### src/rtl/switch_input_conditioner.sv
// Switch/button front end: synchronizes, debounces and registers two switch banks
// and a toggle-select button, pulsing `changed` whenever any registered output moves.
module switch_input_conditioner #(
    parameter int WIDTH           = 4,
    parameter int DEBOUNCE_CYCLES = 1000000
) (
    input  logic             clk,
    input  logic             rst_n,
    input  logic [WIDTH-1:0] sw_x,
    input  logic [WIDTH-1:0] sw_y,
    input  logic             btn_sel,
    output logic [WIDTH-1:0] x,
    output logic [WIDTH-1:0] y,
    output logic             s,
    output logic             changed
);

    localparam int             CNT_W   = $clog2(DEBOUNCE_CYCLES);
    localparam logic [CNT_W-1:0] CNT_MAX = CNT_W'(DEBOUNCE_CYCLES - 1);
    localparam logic [CNT_W-1:0] CNT_ONE = CNT_W'(1);

    typedef enum logic [1:0] {
        RELEASED,
        PRESS_WAIT,
        PRESSED,
        RELEASE_WAIT
    } btn_state_t;

    logic [WIDTH-1:0] meta_x, meta_y, sync_x, sync_y;
    logic             meta_btn, sync_btn;

    // NOTE: every flop uses <= so all stages sample the pre-edge values; a blocking
    // assignment here would collapse the two synchronizer stages into one.
    always_ff @(posedge clk or negedge rst_n) begin
        if (!rst_n) begin
            meta_x   <= '0;
            meta_y   <= '0;
            meta_btn <= 1'b0;
            sync_x   <= '0;
            sync_y   <= '0;
            sync_btn <= 1'b0;
        end else begin
            meta_x   <= sw_x;
            meta_y   <= sw_y;
            meta_btn <= btn_sel;
            sync_x   <= meta_x;
            sync_y   <= meta_y;
            sync_btn <= meta_btn;
        end
    end

    // Bank 0 is X, bank 1 is Y; any mismatch with the candidate restarts its count.
    for (genvar b = 0; b < 2; b++) begin : g_bank
        logic [WIDTH-1:0] sync_v;
        logic [WIDTH-1:0] cand;
        logic [WIDTH-1:0] out_q;
        logic [CNT_W-1:0] cnt;
        logic             upd;

        assign sync_v = (b == 0) ? sync_x : sync_y;
        assign upd    = (sync_v == cand) && (cnt == CNT_MAX) && (cand != out_q);

        always_ff @(posedge clk or negedge rst_n) begin
            if (!rst_n) begin
                cand  <= '0;
                cnt   <= '0;
                out_q <= '0;
            end else if (sync_v != cand) begin
                cand <= sync_v;
                cnt  <= CNT_ONE;
            end else begin
                if (cnt != CNT_MAX) cnt <= cnt + CNT_ONE;
                if (upd) out_q <= cand;
            end
        end
    end

    assign x = g_bank[0].out_q;
    assign y = g_bank[1].out_q;

    btn_state_t       state, state_nxt;
    logic [CNT_W-1:0] btn_cnt, btn_cnt_nxt;
    logic             s_upd;

    // NOTE: defaults first so every path assigns every output and no latch is inferred.
    always_comb begin
        state_nxt   = state;
        btn_cnt_nxt = btn_cnt;
        s_upd       = 1'b0;
        unique case (state)
            RELEASED: begin
                if (sync_btn) begin
                    state_nxt   = PRESS_WAIT;
                    btn_cnt_nxt = CNT_ONE;
                end
            end
            PRESS_WAIT: begin
                if (!sync_btn) begin
                    state_nxt = RELEASED;
                end else if (btn_cnt == CNT_MAX) begin
                    state_nxt = PRESSED;
                    s_upd     = 1'b1;
                end else begin
                    btn_cnt_nxt = btn_cnt + CNT_ONE;
                end
            end
            PRESSED: begin
                if (!sync_btn) begin
                    state_nxt   = RELEASE_WAIT;
                    btn_cnt_nxt = CNT_ONE;
                end
            end
            RELEASE_WAIT: begin
                if (sync_btn) begin
                    state_nxt = PRESSED;
                end else if (btn_cnt == CNT_MAX) begin
                    state_nxt = RELEASED;
                end else begin
                    btn_cnt_nxt = btn_cnt + CNT_ONE;
                end
            end
            default: state_nxt = RELEASED;
        endcase
    end

    always_ff @(posedge clk or negedge rst_n) begin
        if (!rst_n) begin
            state   <= RELEASED;
            btn_cnt <= '0;
            s       <= 1'b0;
            changed <= 1'b0;
        end else begin
            state   <= state_nxt;
            btn_cnt <= btn_cnt_nxt;
            if (s_upd) s <= ~s;
            changed <= g_bank[0].upd | g_bank[1].upd | s_upd;
        end
    end

endmodule
### config.mk
export PLATFORM = sky130hd
export DESIGN_NAME = switch_input_conditioner
export DESIGN_NICKNAME = d
export VERILOG_FILES = /design/src/rtl/switch_input_conditioner.sv
export SDC_FILE = /design/constraint.sdc
export NUM_CORES = 1
export LEC_CHECK = 0
export CAP_MARGIN = 20
export CORE_MARGIN = 2
export CORE_UTILIZATION = 35
export CTS_CLUSTER_DIAMETER = 50
export DETAILED_ROUTE_END_ITERATION = 6
export PLACE_DENSITY = 0.55
export SLEW_MARGIN = 20
export SYNTH_ARGS = -nofsm -noshare
export SYNTH_HDL_FRONTEND = slang
export SYNTH_SLANG_ARGS = --single-unit
export TNS_END_PERCENT = 5
### constraint.sdc
create_clock -name clk -period 2.5 [get_ports clk]
set_clock_uncertainty 0.1 [all_clocks]
set_input_delay 0.5 -clock clk [delete_from_list [all_inputs] [get_ports clk]]
set_output_delay 0.5 -clock clk [all_outputs]
set_load 0.005 [all_outputs]
==> results of run 1 <==
final timing paths:
path                       depth (start not counted)                       endpoint
setup / recovery                                   6                           flop
hold / removal                                     0             sync_btn$_DFF_PN0_
setup reg to reg                                   6                           flop
hold reg to reg                                    0             sync_btn$_DFF_PN0_
max in group asynchronous                          3        btn_cnt[17]$_DFFE_PN0P_
min in group asynchronous                          2  g_bank[1].cand[0]$_DFFE_PN0N_
power by group:
part	internal [mW]	total (mW)	switching, mW
Combinational	0.0565	0.139	0.0820
Clock	0.726	1.38	0.652
Sequential	1.62	1.65	0.0336
layer usage:
| layer | track usage (%) | share of wire, % | wire (µm) |
|---|---|---|---|
| met2 | 19.3 | 46 | 3900 |
| met1 | 18.3 | 49 | 4190 |
| met5 | 0 | 0 | 0 |
| met3 | 3.40 | 3.2 | 275 |
| met4 | 5.95 | 1.9 | 165 |
registers in the layout, summed over array words and instances (netlist names), named ones only:
signal         count
meta_y             4
x                  4
meta_btn           1
g_bank.cnt        40
y                  4
s                  1
sync_btn           1
state              1
meta_x             4
changed            1
g_bank.sync_v      8
g_bank.cand        8
btn_cnt           20
metrics by stage:
stage | power, mW | std cells | cell area [µm²] | hold WS [ns] | utilization [%]
5_1_grt | 3.31 | 637 | 5340 | 0.257 | 40.8
4_1_cts | 3.23 | 637 | 5340 | 0.253 | 40.8
6_report | 3.17 | 637 | 5340 | 0.251 | 40.8
3_3_place_gp | 1.82 | 620 | 5030 | 0.233 | 38.5
2_1_floorplan | 1.75 | 438 | 4640 | 0.104 | -
3_5_place_dp | 1.82 | 620 | 5030 | 0.236 | 38.5
layout by cell type (no fill, tap or decap), types with 8 or more instances in the layout:
cell type and n:
a21oi_1 20, nand3_1 14, nor2_1 45, buf_4 9, dfrtp_1 98, or3_1 10, clkbuf_16 9, o21ai_0 19
and3_1 10, nand2_1 36, clkdlybuf4s50_1 19, xor2_1 20, xnor2_1 33, nor3_1 8, nand4_1 17
logic make-up after synthesis:
logic type / Yosys count
AND/OR/NAND/NOR: 186
adder cells (fa/ha/maj): 3
XOR/XNOR: 53
AO/OA/AOI/OAI: 55
buffers and inverters: 29
flip-flops: 98
multiplexers: 14
layout make-up:
type / instances / area share (%)
well taps: 176 / 4.13
inverters: 6 / 0.422
multi-input cells: 311 / 38.6
clock inverters: 6 / 1.03
repair buffers: 30 / 5.39
flip-flops and latches: 98 / 45.9
clock buffers: 10 / 4.48
==> flow_metrics.py, run 1 <==
metrics = {
    "status": {
        "status": "completed",
    },
    "grt": {
        "first_global_vias": 3018,
        "gr-total-overflow": 0,
        "grt_max_degree": 41,
        "grt_pass1_wl_mm": 14.7,
        "grtUsageTotal_pct": 13.2,
        "antenna_found_initial": 0,
    },
    "final_layout": {
        "regArea_mm2": 0.00245,
        "multi_input_area_mm2": 0.00206,
        "area_growth_pct": 14.9,
        "drive_gt1_share_pct": 11.5,
        "fillers": 1277,
        "antenna_cells": 0,
        "nets": 470,
    },
    "worst_hold_path": {
        "min-delay-start": "meta_btn$_DFF_PN0_",
        "hold_class": "flop to flop",
    },
    "die": {
        "core_mm2": 0.0131,
        "die_area_mm2": 0.0142,
        "start_util_pct": 35.5,
        "rows": 42,
        "ios": 21,
        "die_h_um": 119,
        "die_w_um": 119,
    },
    "logic_synthesis": {
        "synth_top_cell_by_area": "dfrtp_1",
        "synth_top_cell_area_share_pct": 52.8,
        "synth_cell_type_count": 51,
        "synth_area_leaders": "dfrtp_1, xnor2_1, xor2_1",
        "synth_common_cells": "dfrtp_1, nor2_1, nand2_1",
        "synth_top_family_by_area": "simple AND/OR/NAND/NOR gates",
        "muxShareOfSynthArea_pct": 3.34,
        "synthSimpleGateAreaFrac_pct": 23.4,
        "syn_nets": 452,
        "yosysWarnings": 0,
        "synth_xor_area_share_pct": 9.99,
        "ys_ff_latch": 98,
        "async_reset_ff_share_pct": 100,
        "synthFlopType": "dfrtp_1",
        "synthCells": 438,
        "synth_edf_count": 0,
        "syn-cell-area_mm2": 0.00464,
        "synthAdderAreaFrac_pct": 0.808,
        "yosysMostFrequentCell": "dfrtp_1",
        "synth_compound_area_share_pct": 6.82,
        "synth_area_per_cell_um2": 10.6,
        "ys_seq_area_share_pct": 52.8,
    },
    "clocking": {
        "clk_latency_ns": 0.35,
        "cts_tree": "built",
        "cts-buffers-inserted": 9,
        "clock-sinks": 98,
        "cts_buffer_depth": 2,
        "ctsResizeCount": 0,
        "post_cts_buffers": 0,
        "hold_buffers": 1,
        "clk_pin_slew_ns": 0.07,
        "cts_max_level": 3,
        "root_buffer": "clkbuf_16",
    },
    "sta": {
        "slew_headroom_pct": 65.8,
        "clock.fmax_mhz": 461,
        "fin_crit_sh_pct": 86.7,
        "setup_slack_ns": 0.332,
        "grt_setup_unrepaired": "false",
        "drv_slew": 0,
        "period_needed_ns": 2.17,
        "finalSetupViolations": 0,
        "worst_slew_pin_slew_ns": 0.511,
        "hold_violations": 0,
        "tns_ns": 0,
    },
    "worst_setup_path": {
        "critPathMaxFanout": 11,
        "crit_start": "btn_cnt[0]$_DFFE_PN0P_",
        "max_stage_delay_ns": 0.46,
        "path_delay_family": "simple AND/OR/NAND/NOR gates",
        "endpoint_kind": "flop",
        "critical_path.cell_chain": "ha_1 > and4_1 > nand2_1 > nor2_2 > nand2_1 > mux2_4",
        "crit_type": "flop to flop",
        "path_common_cell": "nand2_1",
        "cp-start-kind": "flop",
        "worst_ep_required_time_ns": 2.64,
        "r2r-start": "btn_cnt[0]$_DFFE_PN0P_",
        "path_buf_inv": 0,
        "slowest_stage": "dfrtp_1",
        "r2r_slack_ns": 0.33,
        "cp.arrival_ns": 2.31,
    },
    "route": {
        "wl_per_cell_um": 13.4,
        "drc": 0,
        "dr.first_iter.drc_count": 173,
        "antenna_left": 0,
        "viasPerCell": 5.02,
        "vias": 3196,
        "drt-total-wl_mm": 8.53,
        "firstDrtPassIters": 4,
    },
    "pwr": {
        "irDropWorstVdd_mv": 0.414,
        "p_per_area_mw_per_mm2": 593,
        "p_leak_nw": 2.15,
    },
    "run": {
        "maxCapViolations": 0,
    },
    "placement": {
        "port_buffers": 20,
        "preCtsSetupSlack_ns": 0.337,
        "dp_hpwl_mm": 5.84,
        "finalWeightedCongestion": 0.813,
    },
}
Note: power is estimated with default switching activity, not from simulation.
==> inputs of run 2 (changes only) <==
Settings changed: CORE_UTILIZATION 35 to 60, MAX_ROUTING_LAYER set to met4, PLACE_DENSITY 0.55 to 0.83.
==> run 2 against run 1 <==
Effect of this change:
- non-clock buffer count decreased by 1
- largest power group unchanged
- via count increased by 3.8%
- first-iteration DRC count increased by 46%
- maximum frequency decreased by 1.8%
- highest routed layer unchanged
==> flow_metrics.py, run 2 (synthesis results as in run 1) <==
metrics = {
    "status": {
        "status": "completed",
    },
    "worst_setup_path": {
        "critPathMaxFanout": 11,
        "worst_ep_required_time_ns": 2.66,
        "cp-start-kind": "flop",
        "endpoint_kind": "flop",
        "crit_type": "flop to flop",
        "cp.arrival_ns": 2.37,
    },
    "route": {
        "viasPerCell": 5.91,
        "drt-total-wl_mm": 8.55,
        "dr.first_iter.drc_count": 253,
        "drc": 0,
        "wl_per_cell_um": 15.2,
        "antenna_left": 0,
        "vias": 3319,
        "firstDrtPassIters": 5,
    },
    "sta": {
        "drv_slew": 0,
        "slew_headroom_pct": 62.9,
        "fin_crit_sh_pct": 88.3,
        "period_needed_ns": 2.21,
        "hold_violations": 0,
        "worst_slew_pin_slew_ns": 0.553,
        "tns_ns": 0,
        "clock.fmax_mhz": 453,
        "grt_setup_unrepaired": "false",
        "finalSetupViolations": 0,
    },
    "clocking": {
        "clock-sinks": 98,
        "cts_max_level": 3,
        "cts_tree": "built",
        "clk_pin_slew_ns": 0.11,
        "clk_latency_ns": 0.37,
        "hold_buffers": 1,
        "ctsResizeCount": 0,
        "root_buffer": "clkbuf_8",
        "cts-buffers-inserted": 9,
        "post_cts_buffers": 0,
        "cts_buffer_depth": 2,
    },
    "final_layout": {
        "multi_input_area_mm2": 0.00206,
        "antenna_cells": 0,
        "largest_register": "g_bank.cnt",
        "drive_gt1_share_pct": 11.3,
        "fillers": 555,
        "area_growth_pct": 10.7,
        "final_cells": 562,
        "top_regs": "g_bank.cnt (40), btn_cnt (20)",
        "nets": 469,
        "layout.cells.most_common_list": "dfrtp_1, nor2_1, nand2_1, xnor2_1",
        "layout_commonest_cell": "dfrtp_1",
        "largest_register_ffs": 40,
        "regArea_mm2": 0.00245,
    },
    "placement": {
        "port_buffers": 20,
        "dp_hpwl_mm": 6.04,
        "dp.cells": 545,
        "finalWeightedCongestion": 0.909,
    },
    "worst_hold_path": {
        "hold_class": "flop to flop",
    },
    "grt": {
        "grt_pass1_wl_mm": 15.3,
        "grt_max_degree": 43,
        "first_global_vias": 3258,
        "grtUsageTotal_pct": 23.2,
        "antenna_found_initial": 0,
        "gr-total-overflow": 0,
    },
    "run": {
        "maxCapViolations": 0,
    },
    "die": {
        "core_mm2": 0.00761,
        "rows": 32,
        "die_area_mm2": 0.00846,
        "ios": 21,
        "die_h_um": 92.0,
        "start_util_pct": 61.1,
        "die_w_um": 92.0,
    },
    "pwr": {
        "p_leak_nw": 2.10,
        "p_per_area_mw_per_mm2": 546,
        "irDropWorstVdd_mv": 0.399,
    },
}
run 2: per-layer routing:
| layer | vias to the layer above | track usage, % | wire length [µm] | part of all wire, % |
|---|---|---|---|---|
| met5 | - | - | 0 | 0 |
| met4 | 0 | 7.84 | 136 | 1.6 |
| met3 | 16 | 4.93 | 444 | 5.2 |
| met2 | 110 | 35.5 | 4170 | 49 |
| met1 | 1623 | 31.3 | 3800 | 44 |
| li1 | 1570 | - | - | - |
run 2: worst paths after layout:
path                                   startpoint                      endpoint  slack (ns)  cells after the start
min reg2reg                    meta_btn$_DFF_PN0_            sync_btn$_DFF_PN0_        0.26                      0
max reg2reg                btn_cnt[0]$_DFFE_PN0P_                          flop        0.29                      6
max                        btn_cnt[0]$_DFFE_PN0P_                          flop        0.29                      6
min in group asynchronous                   rst_n  g_bank[1].cnt[5]$_DFFE_PN0P_        0.49                      2
max in group asynchronous                   rst_n  g_bank[1].cnt[8]$_DFFE_PN0P_        1.11                      3
min                            meta_btn$_DFF_PN0_            sync_btn$_DFF_PN0_        0.26                      0
run 2: final cells by class:
class / count / area share (%)
flip-flops and latches: 98 / 47.7
clock inverters: 7 / 1.44
multi-input cells: 311 / 40.1
repair buffers: 29 / 5.45
well taps: 102 / 2.48
inverters: 6 / 0.438
clock buffers: 9 / 2.41
run 2: critical path, stage by stage (launching register included):
cell and delay [ns]:
dfrtp_1 0.47, ha_1 0.26, and4_1 0.24, nand2_1 0.16
nor2_2 0.42, nand2_1 0.14, mux2_4 0.32
run 2: through the flow:
| step | setup slack, ns | hold WS [ns] | power, mW | area (µm²) | util, % |
|---|---|---|---|---|---|
| 5_1_grt | 0.117 | 0.269 | 2.92 | 5140 | 67.6 |
| 6_report | 0.292 | 0.261 | 2.81 | 5140 | 67.6 |
| 3_5_place_dp | 0.332 | 0.236 | 1.82 | 4930 | 64.9 |
| 4_1_cts | 0.312 | 0.261 | 2.84 | 5140 | 67.6 |
| 2_1_floorplan | 0.656 | 0.104 | 1.75 | 4640 | - |
| 3_3_place_gp | 0.448 | 0.234 | 1.82 | 4930 | 64.9 |
run 2: power by group:
part / total (mW) / leakage, nW / switching (mW) / internal [mW]
clock network: 1.01 / 0.101 / 0.616 / 0.397
logic: 0.140 / 0.707 / 0.0832 / 0.0570
registers: 1.65 / 1.29 / 0.0359 / 1.62
total: 2.81 / 2.10 / 0.735 / 2.07
